File: config.mk
export PLATFORM = sky130hd
export DESIGN_NAME = fetch_buffer
export DESIGN_NICKNAME = d
export VERILOG_FILES = /design/src/rtl/fetch_buffer.sv
export SDC_FILE = /design/constraint.sdc
export NUM_CORES = 1
export LEC_CHECK = 0
export BUFFER_PORTS_ARGS = -buffer_cell sky130_fd_sc_hd__buf_2
export CAP_MARGIN = 40
export CORE_ASPECT_RATIO = 2
export CORE_MARGIN = 3
export CORE_UTILIZATION = 55
export DETAILED_ROUTE_END_ITERATION = 10
export GPL_ROUTABILITY_DRIVEN = 0
export HOLD_SLACK_MARGIN = 0.08
export PLACE_DENSITY = 0.87
export SYNTH_ARGS = -nofsm -noshare
export SYNTH_HDL_FRONTEND = slang
export SYNTH_SLANG_ARGS = --single-unit
File: constraint.sdc
create_clock -name clk -period 4.35 [get_ports clk]
set_clock_uncertainty 0.2 [all_clocks]
set_input_delay 0.6525 -clock clk [delete_from_list [all_inputs] [get_ports clk]]
set_output_delay 0.6525 -clock clk [all_outputs]
set_load 0.02 [all_outputs]
File: src/rtl/fetch_buffer.sv
// fetch_buffer: instruction-fetch stage feeding decode.
// Issues sequential word-aligned fetches under a credit limit of DEPTH. Returned words
// are queued with their PCs, and the head entry goes to decode with pre-sliced fields.
// A redirect flushes the queue and marks every in-flight request stale.
// Optional: define FETCH_PERF_EN to add saturating perf_fetched/perf_dropped counters.
module fetch_buffer #(
    parameter int unsigned     XLEN     = 32,
    parameter int unsigned     DEPTH    = 4,
    parameter logic [XLEN-1:0] RESET_PC = '0
) (
    input  logic            clk,
    input  logic            rst,
    output logic            imem_req_valid,
    input  logic            imem_req_ready,
    output logic [XLEN-1:0] imem_req_addr,
    input  logic            imem_rsp_valid,
    input  logic [XLEN-1:0] imem_rsp_data,
    input  logic            redirect,
    input  logic [XLEN-1:0] redirect_pc,
    output logic            dec_valid,
    input  logic            dec_ready,
    output logic [XLEN-1:0] dec_instr,
    output logic [XLEN-1:0] dec_pc,
    output logic [6:0]      dec_opcode,
    output logic [2:0]      dec_funct3,
    output logic [6:0]      dec_funct7
`ifdef FETCH_PERF_EN
    ,
    output logic [31:0]     perf_fetched,
    output logic [31:0]     perf_dropped
`endif
);

    localparam int unsigned CW = $clog2(DEPTH + 1);
    localparam int unsigned AW = $clog2(DEPTH);
    localparam logic [XLEN-1:0] NOP = XLEN'(32'h0000_0013);

    typedef logic [CW-1:0] cnt_t;

    logic [XLEN-1:0] fetch_pc_q, fetch_pc_d;
    logic [XLEN-1:0] rsp_pc_q, rsp_pc_d;
    cnt_t            outst_q, outst_d;
    cnt_t            drop_q, drop_d;
    cnt_t            count_q, count_d;
    logic [AW-1:0]   rd_ptr_q, rd_ptr_d;
    logic [AW-1:0]   wr_ptr_q, wr_ptr_d;

    logic [XLEN-1:0] fifo_instr_q [DEPTH];
    logic [XLEN-1:0] fifo_pc_q    [DEPTH];

    logic [CW:0]     credit_used;
    logic [XLEN-1:0] redirect_tgt;
    logic            req_fire;
    logic            rsp_fire;
    logic            rsp_stale;
    logic            push;
    logic            pop;
    logic            unused_redirect_lsb;

    // Redirect targets are forced to word alignment; the low bits are simply dropped.
    assign redirect_tgt        = {redirect_pc[XLEN-1:2], 2'b00};
    assign unused_redirect_lsb = ^redirect_pc[1:0];

    // Outstanding requests plus queued entries never exceed DEPTH, so a push can never
    // find the queue full.
    assign credit_used    = {1'b0, outst_q} + {1'b0, count_q};
    assign imem_req_valid = !rst && !redirect && (credit_used < (CW + 1)'(DEPTH));
    assign imem_req_addr  = fetch_pc_q;
    assign req_fire       = imem_req_valid && imem_req_ready;

    // A response with nothing outstanding is a protocol violation and is ignored.
    assign rsp_fire  = imem_rsp_valid && (outst_q != '0);
    assign rsp_stale = rsp_fire && (drop_q != '0);
    assign push      = rsp_fire && !rsp_stale && !redirect;
    assign pop       = (count_q != '0) && dec_ready && !redirect;

    // Decode view of the queue head; NOP with PC 0 when empty.
    assign dec_valid  = (count_q != '0);
    assign dec_instr  = dec_valid ? fifo_instr_q[rd_ptr_q] : NOP;
    assign dec_pc     = dec_valid ? fifo_pc_q[rd_ptr_q] : '0;
    assign dec_opcode = dec_instr[6:0];
    assign dec_funct3 = dec_instr[14:12];
    assign dec_funct7 = dec_instr[31:25];

    // Next-state for PCs, credit counters and queue pointers.
    always_comb begin
        fetch_pc_d = fetch_pc_q;
        rsp_pc_d   = rsp_pc_q;
        outst_d    = outst_q;
        drop_d     = drop_q;
        count_d    = count_q;
        rd_ptr_d   = rd_ptr_q;
        wr_ptr_d   = wr_ptr_q;
        if (redirect) begin
            // Everything still in flight after this cycle's response becomes stale.
            fetch_pc_d = redirect_tgt;
            rsp_pc_d   = redirect_tgt;
            outst_d    = outst_q - cnt_t'(rsp_fire);
            drop_d     = outst_q - cnt_t'(rsp_fire);
            count_d    = '0;
            rd_ptr_d   = '0;
            wr_ptr_d   = '0;
        end else begin
            if (req_fire) begin
                fetch_pc_d = fetch_pc_q + XLEN'(4);
            end
            outst_d = outst_q + cnt_t'(req_fire) - cnt_t'(rsp_fire);
            if (rsp_stale) begin
                drop_d = drop_q - cnt_t'(1);
            end
            if (push) begin
                rsp_pc_d = rsp_pc_q + XLEN'(4);
                wr_ptr_d = wr_ptr_q + AW'(1);
            end
            if (pop) begin
                rd_ptr_d = rd_ptr_q + AW'(1);
            end
            count_d = count_q + cnt_t'(push) - cnt_t'(pop);
        end
    end

    // Control state register with synchronous reset.
    always_ff @(posedge clk) begin
        if (rst) begin
            fetch_pc_q <= RESET_PC;
            rsp_pc_q   <= RESET_PC;
            outst_q    <= '0;
            drop_q     <= '0;
            count_q    <= '0;
            rd_ptr_q   <= '0;
            wr_ptr_q   <= '0;
        end else begin
            fetch_pc_q <= fetch_pc_d;
            rsp_pc_q   <= rsp_pc_d;
            outst_q    <= outst_d;
            drop_q     <= drop_d;
            count_q    <= count_d;
            rd_ptr_q   <= rd_ptr_d;
            wr_ptr_q   <= wr_ptr_d;
        end
    end

    // Queue storage; contents are qualified by count_q so no reset is needed.
    always_ff @(posedge clk) begin
        if (push && !rst) begin
            fifo_instr_q[wr_ptr_q] <= imem_rsp_data;
            fifo_pc_q[wr_ptr_q]    <= rsp_pc_q;
        end
    end

`ifdef FETCH_PERF_EN
    logic [32:0] fetched_sum;
    logic [32:0] dropped_sum;
    logic [CW:0] dropped_inc;

    // Dropped work is flushed entries plus any response discarded on a redirect,
    // or a stale response otherwise.
    always_comb begin
        dropped_inc = redirect ? ({1'b0, count_q} + (CW + 1)'(rsp_fire))
                               : (CW + 1)'(rsp_stale);
        fetched_sum = {1'b0, perf_fetched} + 33'(pop);
        dropped_sum = {1'b0, perf_dropped} + 33'(dropped_inc);
    end

    // Saturating performance counters.
    always_ff @(posedge clk) begin
        if (rst) begin
            perf_fetched <= '0;
            perf_dropped <= '0;
        end else begin
            perf_fetched <= fetched_sum[32] ? 32'hFFFF_FFFF : fetched_sum[31:0];
            perf_dropped <= dropped_sum[32] ? 32'hFFFF_FFFF : dropped_sum[31:0];
        end
    end
`endif

endmodule

# After elaboration in Yosys (flattened, before gate mapping)

Memory sizes are Yosys's and may differ from the RTL's. A register that Yosys moved wholly into a read port is not among the register bits.
Cells that the tools add are included.

Bits in registers: 77
Output and inout bits: 115
Logic and storage cells: 58
Memories: 2
Input bits: 70
Bits in writable memories: 256

Memories:

| memory       | depth | bits a word | rd ports | clocked after Yosys merged registers in | write ports | RTL line | source |
|---|---|---|---|---|---|---|---|
| fifo_instr_q | 4     | 32          | 1        | 1                                       | 1           | 48       | `logic [XLEN-1:0] fifo_instr_q [DEPTH];` |
| fifo_pc_q    | 4     | 32          | 1        | 1                                       | 1           | 49       | `logic [XLEN-1:0] fifo_pc_q [DEPTH];` |

Reductions and logical operators: 20
Add/subtract/negate cells: 11
Order comparisons: 1
Muxes and demuxes: 15

Operators with widths:

| kind                  | number |
|---|---|
| $mux 32               | 6 |
| $add 32x3->32 const B | 2 |
| $logic_and 1x1->1     | 10 |
| $mux 3                | 3 |
| $reduce_bool 3->1     | 3 |
| $sub 3x1->3           | 3 |
| $mux 2                | 4 |
| $add 3x1->3           | 2 |
| $reduce_bool 2->1     | 3 |
| $add 2x1->2 const B   | 2 |
| $add 3x3->4           | 1 |
| $lt 4x3->1 const B    | 1 |
| $logic_not 1->1       | 3 |
| $sub 3x1->3 const B   | 1 |
| $mux 1                | 2 |
| $reduce_or 2->1       | 1 |

# Logic depth before layout (Yosys ltp)

Depth in word-level cells: 9
Mapped depth: 14
Depth with buffers taken out: 12

# Worst setup path after synthesis

OpenSTA, ideal clock, no wires.

Path kind: input port to flip-flop
Start: in redirect
End: mem fifo_instr_q[0][0] (enable)
Slack: 1.014 ns
Arrival: 2.709 ns
Cell stages on the path: 3
Path through: clkbuf_1 > nor2_1 > and3_1

Word-level cells in the longest chain between the ends: 5

Ends and longest elaborated chain:

| item                         | RTL line | source |
|---|---|---|
| start: declaration           | 18       | `input logic redirect,` |
| $logic_not 1->1              | 74       | `assign push = rsp_fire && !rsp_stale && !redirect;` |
| $logic_and 1x1->1            | 74       |  |
| $logic_and 1x1->1            | 145      | `if (push && !rst) begin` |
| $mux 1                       | 145      |  |
| $mux 1 (not written as such) | 146      | `fifo_instr_q[wr_ptr_q] <= imem_rsp_data;` |
| end: declaration             | 48       |  |

Every way passes these cells.

==> results by stage <==
CTS:
- In this run the post-CTS setup repair buffer count came out at 0.
- Post-CTS repair changed the size of 0 cells.
- In this run the number of H-tree levels came out at 1.
- The clock transition at the register clock pins on the worst setup and hold paths after CTS is about 0.07 ns.
- The largest buffer count on any clock path is 3.
- The hold buffer count at CTS is 0.
- The CTS sink count is 323.
- TritonCTS built the clock tree.
- The clock insertion delay at the later pin of the skew report is 0.54 ns.
- In this run, CTS created clock tree buffers numbering 26.
- The cell at the root of the clock tree is clkbuf_16.

Global route:
- The overall fraction of global-route tracks in use is roughly a fifth.
- The via count of the first global-routing pass is ~8700.
- The global-route wire length before repair is between 40000 and 50000 microns.
- After global routing the overflow that remains totals 0.
- Entering global routing, the biggest net connects 64 pins.
- The initial antenna violation count is 3.

STA:
- The final number of max-transition violations is 0.
- The final setup TNS is 0 ns.
- The routed design could run at a clock period as short as between 3 and 4 ns.
- The worst pin sits at a relative slew slack of 38.2%.
- The maximum operating frequency is 299 MHz.
- The actual slew at the worst max-slew pin is just over 0.9 ns.
- The final count of hold timing violations is 0.
- The total setup violations reported at the end of the flow is 0.
- After layout, the worst path uses approximately three quarters of the clock period.
- Setup repair after global routing left no endpoint under its margin.

Critical path:
- The worst setup path is launched from a flop.
- The arrival time of data at the critical path endpoint is between 2 and 3 ns.
- The slowest stage of the critical path belongs to the cell dfxtp_4.
- At the worst endpoint, the required time is roughly 3.5 ns.
- The signal on the critical path passes through buf_12 -> mux4_2 -> nor2b_1 -> buf_2.
- For this run, the slowest stage of the critical path takes roughly 0.6 ns.
- On the critical path the largest part of the delay comes from flip-flops.
- STA classifies the critical path endpoint as an output port.
- Along the worst path, the maximum fanout reaches 44.
- The startpoint identified for the worst register-to-register timing path is drop_q[0].
- The count of buffering cells on the critical path with inverters included is 2.
- Setup slack on the worst reg-to-reg path comes out at between 1 and 1.5 ns.
- The critical path start-end classification is flop to output port.

Pwr:
- Summed over all cells, the static leakage comes to between 5 and 6 nW.
- The maximum VDD drop is approximately 0.00026 V.
- In this run the power density over the cells is 425 nW/um^2.
- Summing internal, switching and leakage power gives between 6 and 7 mW.

Placed design:
- The half-perimeter wire length of the detailed placement result is about 19000 microns.
- The number of buffers added on ports is 178.

Die:
- The floorplan step defined a die boundary enclosing between 20000 and 30000 sq um.
- The region available for standard cell placement spans 24600 sq um.
- The cell row count is 81.
- The die is 118 microns wide.
- The effective utilization at floorplan is a little under three fifths.
- approximately 190 I/O pins were placed.
- The floorplan die height is between 200 and 250 microns.

Final layout:
- The leading cell type in the layout, fill and taps excluded is edfxtp_1.
- The number of nets at the end of the flow is approximately 1200.
- Cells with a size suffix above 1 make up between 20% and 30% of the layout.
- The filler cells instantiated in the layout total ~1800.
- Leaving out fill and tap cells, the most frequent cells in the layout are edfxtp_1 (248), buf_2 (178), dfxtp_1 (73).
- The area growth from synthesis to layout is 15.1%.

Synth:
- The most frequently used flop master after synthesis is edfxtp_1.
- The total number of yosys warnings is 0.
- Synthesis inferred between 300 and 400 register bits.
- Of the synthesized area, sequential elements account for between 60% and 70%.
- The share of synthesized flip-flops with an asynchronous set or reset is 0%.
- The number of enable-type register cells in the synthesized netlist is approximately 250.
- The synthesized cell area is between 10000 and 15000 sq um.
- The number of different library cells used by synthesis comes to 63.
- In the synthesized netlist, the number of instances is around 950.
- Each instance of the synthesized netlist takes up on average around 15 sq um.

Route:
- Dividing the detail-routed wire length by the instance count gives between 15 and 20 microns.
- The average via count per standard cell is between 5 and 6.
- The pre-antenna-repair detailed-routing pass consisted of 5 iterations.
- The vias after detailed routing is 8543.
- In this run, the number of DRC markers left after iteration 0 of detailed routing was about 570.
- In the routed design, unresolved DRC markers number 0.
- The count of nets left with antenna violations after detail routing is 0.
- The overall routed net length is about 29000 microns.

Min path:
- The path category of the worst min-delay check is primary input to flop.
- The worst hold path begins at imem_rsp_data[28].

Status:
- The run finished with clean final reports.

Run:
- The reported max-cap violation count is 0.
## cell families (layout without fill, tap and decap cells)
| logic type | count (synthesis) | count (layout) | share of synthesized area [%] |
|---|---|---|---|
| xor gates and xnor gates | 38 | 38 | 2.41 |
| other | 1 | 7 | 0.0271 |
| buffers and inverters | 92 | 266 | 3.15 |
| DFF | 323 | 323 | 64.8 |
| AOI/OAI and AO/OA | 120 | 120 | 5.64 |
| adders and majority gates | 18 | 18 | 1.74 |
| and+or+nand+nor | 296 | 296 | 12.0 |
| muxes | 65 | 65 | 10.3 |
## state kept, by name, indices dropped and copies added, names as in the netlist, named ones only
signal         cells
fifo_instr_q     128
fifo_pc_q        120
imem_req_addr     30
rsp_pc_q          30
count_q            3
drop_q             3
outst_q            3
rd_ptr_q           2
wr_ptr_q           2
## final cells by class
class | instances | area (sq um) | area share (%)
Clock buffer | 42 | 845 | 5.31
Timing Repair Buffer | 192 | 1060 | 6.65
Clock inverter | 6 | 77.6 | 0.488
Tap cell | 332 | 415 | 2.61
Antenna cell | 3 | 7.51 | 0.0472
Sequential cell | 323 | 8950 | 56.3
Multi-Input combinational cell | 541 | 4460 | 28.0
Inverter | 26 | 97.6 | 0.613
## synth_stat cells (all sizes together) (3+ instances only)
cell type | instances | share of area (%)
edfxtp | 248 | 54
dfxtp | 75 | 11
mux4 | 62 | 10
nor2b | 59 | 2.7
nand2 | 58 | 1.6
nor2 | 46 | 1.2
buf | 36 | 1.6
nand3 | 34 | 1.3
clkbuf | 30 | 0.81
a21oi | 27 | 0.98
inv | 26 | 0.71
xnor2 | 26 | 1.6
o21ai | 24 | 0.87
a31oi | 18 | 0.81
ha | 16 | 1.4
and3 | 15 | 0.69
nand4 | 13 | 0.59
nor3 | 13 | 0.59
xor2 | 12 | 0.76
a211oi | 11 | 0.60
and2 | 10 | 0.45
or3 | 10 | 0.45
nor4 | 9 | 0.56
a21boi | 6 | 0.33
a311oi | 6 | 0.38
or4 | 6 | 0.33
and4 | 5 | 0.32
nor4b | 4 | 0.25
o211ai | 4 | 0.22
or2 | 4 | 0.18
a21o | 3 | 0.16
mux2i | 3 | 0.22
nand2b | 3 | 0.14
nand3b | 3 | 0.25
o311ai | 3 | 0.19
## worst paths after layout
path | end | depth (start not counted)
max | dec_pc[10] | 4
min | fifo_instr_q[1][28] | 1
max reg2reg | count_q[2] | 12
min reg2reg | wr_ptr_q[1] | 2
## through the flow
step | cells | cell area (sq um) | worst slack [ns] | util (%) | hold WS, ns
after floorplan | 956 | 13800 | 1.01 | - | 0.269
after global placement | 1413 | 15000 | 1.10 | 60.8 | 0.275
after detailed placement | 1414 | 15000 | 1.03 | 60.8 | 0.293
after CTS | 1462 | 15900 | 0.924 | 64.6 | 0.110
after global routing | 1465 | 15900 | 0.842 | 64.6 | 0.115
final | 1465 | 15900 | 1.00 | 64.6 | 0.131
## power breakdown
part,internal [mW],switching [mW],total [mW]
logic,0.290,0.461,0.751
registers,3.43,0.109,3.54
clock network,1.45,1.02,2.47
## per-layer routing
| metal | track usage (%) | up-vias | share of wire, % |
|---|---|---|---|
| met5 | 0 | - | 0 |
| met4 | 8.92 | 0 | 3.6 |
| met3 | 1.87 | 66 | 4.7 |
| met2 | 39.4 | 329 | 55 |
| met1 | 24.0 | 4206 | 36 |
| li1 | - | 3942 | - |
(Power assumes the default switching activity.)
